<file path="config.mk">
export PLATFORM = sky130hd
export DESIGN_NAME = qea_state_reader
export DESIGN_NICKNAME = d
export VERILOG_FILES = /design/src/rtl/qea_state_reader.sv
export SDC_FILE = /design/constraint.sdc
export NUM_CORES = 1
export LEC_CHECK = 0
export ABC_AREA = 1
export CAP_MARGIN = 30
export CELL_PAD_IN_SITES_DETAIL_PLACEMENT = 0
export CELL_PAD_IN_SITES_GLOBAL_PLACEMENT = 1
export CORE_MARGIN = 3
export CORE_UTILIZATION = 40
export CTS_BUF_LIST = sky130_fd_sc_hd__clkbuf_4 sky130_fd_sc_hd__clkbuf_8 sky130_fd_sc_hd__clkbuf_16
export DETAILED_ROUTE_END_ITERATION = 10
export GPL_ROUTABILITY_DRIVEN = 0
export PLACE_DENSITY = 0.86
export RECOVER_POWER = 50
export SYNTH_ARGS = -nofsm -noshare
export SYNTH_HDL_FRONTEND = slang
export SYNTH_SLANG_ARGS = --single-unit
</file>
<file path="constraint.sdc">
create_clock -name clk -period 4.4 [get_ports clk]
set_input_delay 0.88 -clock clk [delete_from_list [all_inputs] [get_ports clk]]
set_output_delay 0.88 -clock clk [all_outputs]
set_load 0.01 [all_outputs]
</file>
<file path="src/rtl/qea_state_reader.sv">
// Readout engine for the QEA state RAM: sweeps every row and streams one {re, im} amplitude per beat.
// Optional QEA_RD_PROB_EN adds o_amp_prob = saturated (re^2 + im^2) >>> NUM_FRAC_BIT per beat.
`timescale 1ns/1ps
module qea_state_reader #(
    parameter int PE_NUM_WIDTH     = 2,
    parameter int PE_NUM           = 4,
    parameter int DATA_WIDTH       = 32,
    parameter int STATE_DATA_WIDTH = DATA_WIDTH*2,
    parameter int STATE_ADDR_WIDTH = 16,
    parameter int MAX_QBIT_WIDTH   = 6,
    parameter int NUM_FRAC_BIT     = 30
) (
    input  logic                                     clk,
    input  logic                                     rst_n,
    input  logic                                     i_start,
    input  logic [MAX_QBIT_WIDTH-1:0]                i_qbit_num,
    output logic                                     o_state_ena,
    output logic                                     o_state_wea,
    output logic [STATE_ADDR_WIDTH-1:0]              o_state_addra,
    input  logic [PE_NUM*STATE_DATA_WIDTH-1:0]       i_state_dout,
    output logic                                     o_amp_valid,
    input  logic                                     i_amp_ready,
    output logic [STATE_DATA_WIDTH-1:0]              o_amp_data,
    output logic [STATE_ADDR_WIDTH+PE_NUM_WIDTH-1:0] o_amp_idx,
    output logic                                     o_amp_last,
    output logic                                     o_busy,
    output logic                                     o_done
`ifdef QEA_RD_PROB_EN
    ,
    output logic [DATA_WIDTH-1:0]                    o_amp_prob
`endif
);
    localparam logic [2:0] S_IDLE = 3'd0;
    localparam logic [2:0] S_RD   = 3'd1;
    localparam logic [2:0] S_CAP  = 3'd2;
    localparam logic [2:0] S_SEND = 3'd3;
    localparam logic [2:0] S_DONE = 3'd4;

    localparam int ROW_W = STATE_ADDR_WIDTH + 1;
    localparam logic [PE_NUM_WIDTH-1:0] LANE_LAST = PE_NUM_WIDTH'(PE_NUM - 1);
    localparam logic [PE_NUM_WIDTH-1:0] LANE_ONE  = PE_NUM_WIDTH'(1);
    localparam logic [ROW_W-1:0]        ROW_ONE   = ROW_W'(1);

    logic [2:0]                           state;
    logic [ROW_W-1:0]                     row_cnt;
    logic [ROW_W-1:0]                     last_row;
    logic [PE_NUM_WIDTH-1:0]              lane_cnt;
    logic [PE_NUM*STATE_DATA_WIDTH-1:0]   cap_p1;
    logic [STATE_DATA_WIDTH-1:0]          lane_data [PE_NUM];
    logic                                 vld_p1;
    logic                                 row_at_end;
    logic                                 lane_at_end;

    // Last row index = ROWS-1, clamped to one row below and to full RAM depth above.
    function automatic logic [ROW_W-1:0] calc_last_row(input logic [MAX_QBIT_WIDTH-1:0] qb);
        int               sh;
        logic [ROW_W-1:0] one_v;
        one_v = ROW_ONE;
        sh = int'(qb) - PE_NUM_WIDTH;
        if (sh <= 0)
            return '0;
        if (sh > STATE_ADDR_WIDTH)
            sh = STATE_ADDR_WIDTH;
        return (one_v << sh) - one_v;
    endfunction

    function automatic logic [DATA_WIDTH-1:0] sat_prob(input logic signed [2*DATA_WIDTH:0] s);
        logic signed [2*DATA_WIDTH:0] q;
        q = s >>> NUM_FRAC_BIT;
        if (|q[2*DATA_WIDTH:DATA_WIDTH])
            return '1;
        return q[DATA_WIDTH-1:0];
    endfunction

    for (genvar p = 0; p < PE_NUM; p++) begin : g_lane
        assign lane_data[p] = cap_p1[(PE_NUM-p)*STATE_DATA_WIDTH-1 -: STATE_DATA_WIDTH];
    end

    assign vld_p1      = (state == S_SEND);
    assign row_at_end  = (row_cnt == last_row);
    assign lane_at_end = (lane_cnt == LANE_LAST);

    assign o_state_ena   = (state == S_RD);
    assign o_state_wea   = 1'b0;
    assign o_state_addra = o_state_ena ? row_cnt[STATE_ADDR_WIDTH-1:0] : '0;
    assign o_amp_valid   = vld_p1;
    assign o_amp_data    = lane_data[lane_cnt];
    assign o_amp_idx     = {row_cnt[STATE_ADDR_WIDTH-1:0], lane_cnt};
    assign o_amp_last    = vld_p1 && row_at_end && lane_at_end;
    assign o_busy        = (state == S_RD) || (state == S_CAP) || (state == S_SEND);
    assign o_done        = (state == S_DONE);

    always_ff @(posedge clk or negedge rst_n) begin
        if (!rst_n) begin
            state    <= S_IDLE;
            row_cnt  <= '0;
            last_row <= '0;
            lane_cnt <= '0;
            cap_p1   <= '0;
        end else begin
            case (state)
                S_IDLE: begin
                    if (i_start) begin
                        last_row <= calc_last_row(i_qbit_num);
                        row_cnt  <= '0;
                        lane_cnt <= '0;
                        state    <= S_RD;
                    end
                end
                S_RD:  state <= S_CAP;
                // Row data arrives one cycle after the enable, i.e. during CAP.
                S_CAP: begin
                    cap_p1   <= i_state_dout;
                    lane_cnt <= '0;
                    state    <= S_SEND;
                end
                S_SEND: begin
                    if (i_amp_ready) begin
                        lane_cnt <= lane_cnt + LANE_ONE;
                        if (lane_at_end) begin
                            if (row_at_end) begin
                                state <= S_DONE;
                            end else begin
                                row_cnt <= row_cnt + ROW_ONE;
                                state   <= S_RD;
                            end
                        end
                    end
                end
                S_DONE:  state <= S_IDLE;
                default: state <= S_IDLE;
            endcase
        end
    end

`ifdef QEA_RD_PROB_EN
    logic signed [DATA_WIDTH-1:0]   amp_re;
    logic signed [DATA_WIDTH-1:0]   amp_im;
    logic signed [2*DATA_WIDTH-1:0] sq_re;
    logic signed [2*DATA_WIDTH-1:0] sq_im;
    logic signed [2*DATA_WIDTH:0]   pwr_sum;

    assign amp_re     = o_amp_data[STATE_DATA_WIDTH-1 -: DATA_WIDTH];
    assign amp_im     = o_amp_data[DATA_WIDTH-1:0];
    assign sq_re      = (2*DATA_WIDTH)'(amp_re) * (2*DATA_WIDTH)'(amp_re);
    assign sq_im      = (2*DATA_WIDTH)'(amp_im) * (2*DATA_WIDTH)'(amp_im);
    assign pwr_sum    = (2*DATA_WIDTH+1)'(sq_re) + (2*DATA_WIDTH+1)'(sq_im);
    assign o_amp_prob = sat_prob(pwr_sum);
`endif

endmodule

</file>
Word-level counts from Yosys, hierarchy flattened
Cells that the tools add are included.
{"block": "classes", "add_sub_neg": 4, "order_cmp": 3, "eq_ne": 10, "shift": 1, "muxes": 26, "n_bitwise": 1, "reduce_logical": 11}
{"op": "$bmux W64 S2", "count": 1}
{"op": "$mux W32", "count": 4}
{"op": "$mux W64", "count": 2}
{"op": "$mux W17", "count": 6}
{"op": "$pmux W17 S2", "count": 1}
{"op": "$shl A1 B32 Y17 const A", "count": 1}
{"op": "$add A17 B1 Y17 const B", "count": 1}
{"op": "$eq A17 B17 Y1", "count": 1}
{"op": "$sub A17 B1 Y17 const B", "count": 1}
{"op": "$mux W16", "count": 1}
{"op": "$mux W3", "count": 4}
{"op": "$pmux W3 S4", "count": 1}
{"op": "$gt A7 B6 Y1 const B", "count": 1}
{"op": "$le A7 B1 Y1 const B", "count": 1}
{"op": "$sub A6 B2 Y7 const B", "count": 1}
{"op": "$eq A3 B2 Y1 const B", "count": 2}
{"op": "$ne A2 B2 Y1 const B", "count": 3}
{"op": "$pmux W2 S3", "count": 1}
{"op": "$reduce_and A3 Y1", "count": 2}
{"op": "$reduce_and A5 Y1", "count": 1}
{"op": "$mux W2", "count": 2}
{"op": "$eq A3 B1 Y1 const B", "count": 1}
{"op": "$eq A3 B3 Y1 const B", "count": 1}
{"op": "$ge A3 B3 Y1 const B", "count": 1}
{"op": "11 further kinds", "count": 15}
{"block": "totals", "reg_bits": 295, "in_bits": 266, "out_inout_bits": 104}

Depth between registers and ports, before layout
{"block": "logic_depth", "depth_word": 11, "mapped_depth": 18, "depth_no_buf": 18}

Worst setup path before layout
OpenSTA, ideal clock, no wires.
{"block": "synth_timing", "path_kind": "input port to flip-flop", "from": "input i_qbit_num[1]", "to": "register last_row[8]", "t_arrival_ns": 2.689, "slack_ns": 1.592, "cell_stages": 18, "n_path_buf": 0, "path_cell_list": "inv_2 ha_1 inv_1 nand2_1 nand2_2 nor2_2 nand2_2 nand2_4 nand3_2 nor2_2 nand3_1 ha_1 nand3_2 inv_2 nand2_1 nand2_1 nand2_1 o21ai_2"}
{"block": "synth_between", "elab_chain_len": 9}
{"element": "from (decl)", "line": "16", "text": "input logic [MAX_QBIT_WIDTH-1:0] i_qbit_num,"}
{"element": "$sub A6 B2 Y7 *", "line": "59", "text": "sh = int'(qb) - PE_NUM_WIDTH;"}
{"element": "$gt A7 B6 Y1", "line": "62", "text": "if (sh > STATE_ADDR_WIDTH)"}
{"element": "$mux W32 (2 in a row)", "line": "62"}
{"element": "$mux W32", "line": "103", "text": "if (i_start) begin"}
{"element": "$mux W32", "line": "101", "text": "case (state)"}
{"element": "$shl A1 B32 Y17", "line": "64", "text": "return (one_v << sh) - one_v;"}
{"element": "$sub A17 B1 Y17", "line": "64"}
{"element": "$mux W17 *", "line": "62"}
{"element": "to (signal assigned)", "line": "104", "text": "last_row <= calc_last_row(i_qbit_num);"}
{"element": "to (decl)", "line": "46", "text": "logic [ROW_W-1:0] last_row;"}
Every way passes the cells marked *; elsewhere a longest branch is shown, timed or not. The select of a mux whose other input is x is not followed.
A chain may end at the register's enable or synchronous reset.

Worst setup path in the final report
{"block": "layout_timing", "from": "register row_cnt[10]", "to": "output o_amp_last"}
{"block": "layout_between", "elab_chain_len": 3}
{"element": "from (decl)", "line": "45", "text": "logic [ROW_W-1:0] row_cnt;"}
{"element": "from (signal assigned)", "line": "124", "text": "row_cnt <= row_cnt + ROW_ONE;"}
{"element": "$eq A17 B17 Y1", "line": "80", "text": "assign row_at_end = (row_cnt == last_row);"}
{"element": "$logic_and A1 B1 Y1 (2 in a row)", "line": "89", "text": "assign o_amp_last = vld_p1 && row_at_end && lane_at_end;"}
{"element": "to (decl)", "line": "25", "text": "output logic o_amp_last,"}
No other way between the ends.

==> impl_metrics.csv <==
group,metric,value,unit
synth,synth_edf_count,0,
floorplanning,ioPinCount,370,
global_route,gr-usage-met3,4.99,%
synth,synth_top_area_cell,"dfrtp_1",
clocking,root_buffer,"clkbuf_16",
timing,rsz0062_at_grt,"no",
worst_setup_path,cp.arrival,2.69,ns
floorplanning,die_area,0.0375,mm²
final_layout,layout.nets,1917,
timing,hold_viol_final,0,
worst_setup_path,endpoint_kind,"output port",
clocking,clkSlewWorstSetupHoldPaths,0.05,ns
power,intPower,9.31,mW
timing,clock_skew,0.0130,ns
synth,yosys-top-cells-count,"dfrtp_1 (295), mux2_2 (256), nor2_1 (175)",
power,clock_power_share,22.3,%
worst_setup_path,crit_slowest_cell,"clkdlybuf4s50_1",
power,p_seq_share,34.7,%
worst_setup_path,cpPeakStageDelay,0.59,ns
timing,max_slew_margin,-119,%
synth,synth.area.top_cells,"dfrtp_1 (52%), mux2_2 (20%), o21ai_0 (5.4%), nor2_1 (4.7%), o22ai_1 (2.9%)",
timing,fmaxAchievable,0.280,GHz
clocking,cts_tree,"built",
status,violations,"capacitance limit, slew limit",
worst_setup_path,cp_max_fo,6,
drt,first_iter_violations,565,
drt,vias,11100,
place,port_buffers,368,
global_route,grt_max_degree,150,
clocking,clkSinkCount,295,
timing,setup_violations,0,
global_route,grt_overflow,0,
drt,first_pass_iters,5,
clocking,cts_resized,0,
synth,ys_types,40,
synth,syn-num-nets,1592,
synth,yosysMostFrequentCell,"dfrtp_1",
synth,synthesis.area,0.0141,mm²
drt,vias_per_cell,5.22,
timing,report.final.slew_viol_count,179,
floorplanning,chipWidth,194,µm
drt,drcViolationCount,0,
drt,post_drt_wl_per_cell,19.3,µm
global_route,grt_pass1_vias,11600,
global_route,track_usage,21.4,%
drt,wirelength,41.0,mm
power,switching_power,4.73,mW
run,cap_viol_max_count,2,
final_layout,drive_above_1_share,22.0,%
synth,yosysWarnings,0,
clocking,clock_latency,0.52,ns
power,leakagePower,8.14,nW
worst_setup_path,crit_required,3.52,ns
drt,ant_nets,0,
floorplanning,die-height,194,µm
timing,fin_crit_sh,81.2,%
global_route,grt_pass1_wl,64.9,mm
synth,ys_ff_latch,295,
clocking,cts_buffer_depth,3,
worst_setup_path,start_kind,"flip-flop",
synth,syn_inst,1322,
global_route,gr-usage-met2,35.5,%
timing,whs,0.497,ns
clocking,htreeDepth,2,
place,dpl.hpwl,27.8,mm
synth,syn_area_per_cell,10.7,µm²
clocking,cts_hold_buf,0,
floorplanning,placementRows,68,
timing,setup_tns,0,ns
power,irDropWorstVdd,0.000489,V
synth,async_reset_ff_share,100,%
power,p_per_area,726,mW/mm²
min_path,min_path_type,"flip-flop to flip-flop",
floorplanning,start_util,40.7,%
power,sw_frac_of_total,33.7,%
power,combPwrFrac,43.0,%
timing,worstMarginPinSlew,3.29,ns
synth,yosys_most_used_dff,"dfrtp_1",
clocking,cts_buffers,36,
floorplanning,coreArea,0.0346,mm²
clocking,post_cts_buffers,0,
worst_setup_path,cp_cell_sequence,"xnor2_1, nand3_1, nor4_1, nand4_1, nor2_1, clkdlybuf4s50_1",
timing,layout_min_cycle_time,3.57,ns
synth,synth_seq_area_share,52.4,%
status,status,"complete, but fails checks",
final_layout,area_delta_synth_final,37.4,%
worst_setup_path,critPathKind,"flip-flop to output port",
global_route,use_met1,28.3,%
global_route,top_usage_layer,"met2",
synth,synth.top_cell.area_share,52.4,%
global_route,antenna_found_initial,2,
==> sequential cells by signal, summed over array words and instances (netlist names) <==
register  count
cap_p1      256
lane_cnt      2
last_row     17
row_cnt      17
state         3
==> area by class of cell <==
cell class | count | area [µm²]
diodes | 1 | 2.50
clock buffers | 54 | 1110
clock inverters | 9 | 163
fillers | 2949 | 15300
inverters | 59 | 226
multi-input cells | 874 | 6030
flip-flops and latches | 295 | 7390
well taps | 455 | 569
repair buffers | 381 | 3860
==> worst max-delay path: cells and delay by family, from the launching register on <==
kind                      cells  cell delay [ns]
xor gates and xnor gates      1             0.16
and+or+nand+nor               4             0.90
DFF                           1             0.53
buffers and inverters         1             0.59
==> path summary, 6_finish.rpt <==
| path | start | end | slack [ns] | cells past startpoint |
|---|---|---|---|---|
| worst min register to register | cap_p1[114] | cap_p1[114] | 0.50 | 1 |
| worst max-delay path | row_cnt[10] | o_amp_last | 0.83 | 6 |
| max in group asynchronous | rst_n | cap_p1[210] | 1.01 | 1 |
| worst min-delay path | cap_p1[114] | cap_p1[114] | 0.50 | 1 |
| worst max register to register | state[2] | cap_p1[92] | 1.13 | 4 |
| min in group asynchronous | rst_n | cap_p1[247] | 1.50 | 1 |
==> per-stage QoR <==
| step | area [µm²] | setup slack [ns] | utilization (%) | cells | power [mW] |
|---|---|---|---|---|---|
| after floorplan | 14100 | 1.59 | - | 1322 | 8.37 |
| after global placement | 18100 | 0.810 | 52.3 | 2064 | 10.8 |
| after detailed placement | 18100 | 0.729 | 52.3 | 2064 | 10.9 |
| after CTS | 19400 | 0.785 | 56.0 | 2127 | 14.2 |
| after global routing | 19300 | 0.311 | 55.9 | 2128 | 14.9 |
| final | 19300 | 0.825 | 55.9 | 2128 | 14.0 |
==> metal layers <==
metal	vias to the layer above	part of all wire (%)
met2	345	48
li1	5201	-
met1	5480	43
met3	73	6.6
met5	-	0.020
met4	2	2.7
==> cell families after synthesis <==
logic type	count (synthesis)	synth area share, %
simple gates	358	11.5
flops	295	52.4
mux	256	20.5
compound gates	231	8.94
buf+inv	153	4.77
xor+xnor	24	1.49
fa+ha+maj	4	0.355
other cells	1	0.0266
==> cells in the final DEF (no fill, tap or decap), types with 6 or more instances in the layout <==
| cell type | netlist | final |
|---|---|---|
| nor3_1 | 8 | 8 |
| clkbuf_4 | 0 | 9 |
| o21ai_0 | 151 | 151 |
| clkbuf_8 | 0 | 7 |
| nand4_1 | 17 | 17 |
| xnor2_1 | 7 | 7 |
| nand2_1 | 84 | 84 |
| nor2_1 | 175 | 175 |
| nand3_2 | 6 | 6 |
| dfrtp_1 | 295 | 293 |
| o22ai_1 | 65 | 65 |
| buf_4 | 17 | 6 |
| clkbuf_16 | 0 | 38 |
| inv_1 | 53 | 51 |
| mux2_2 | 256 | 256 |
| xor2_1 | 17 | 17 |
| clkdlybuf4s50_1 | 0 | 366 |
| buf_12 | 0 | 6 |
| nand3_1 | 42 | 42 |
==> power by group through the flow <==
stage	Sequential, mW	Combinational (mW)	Clock [mW]
finish	4.88	6.04	3.13
global route	5.05	6.56	3.32
global placement	4.84	5.91	0
detailed placement	4.92	6.02	0
CTS	4.88	6.06	3.21
floorplan	4.64	3.73	0
Power figures use the tool's default switching activity.
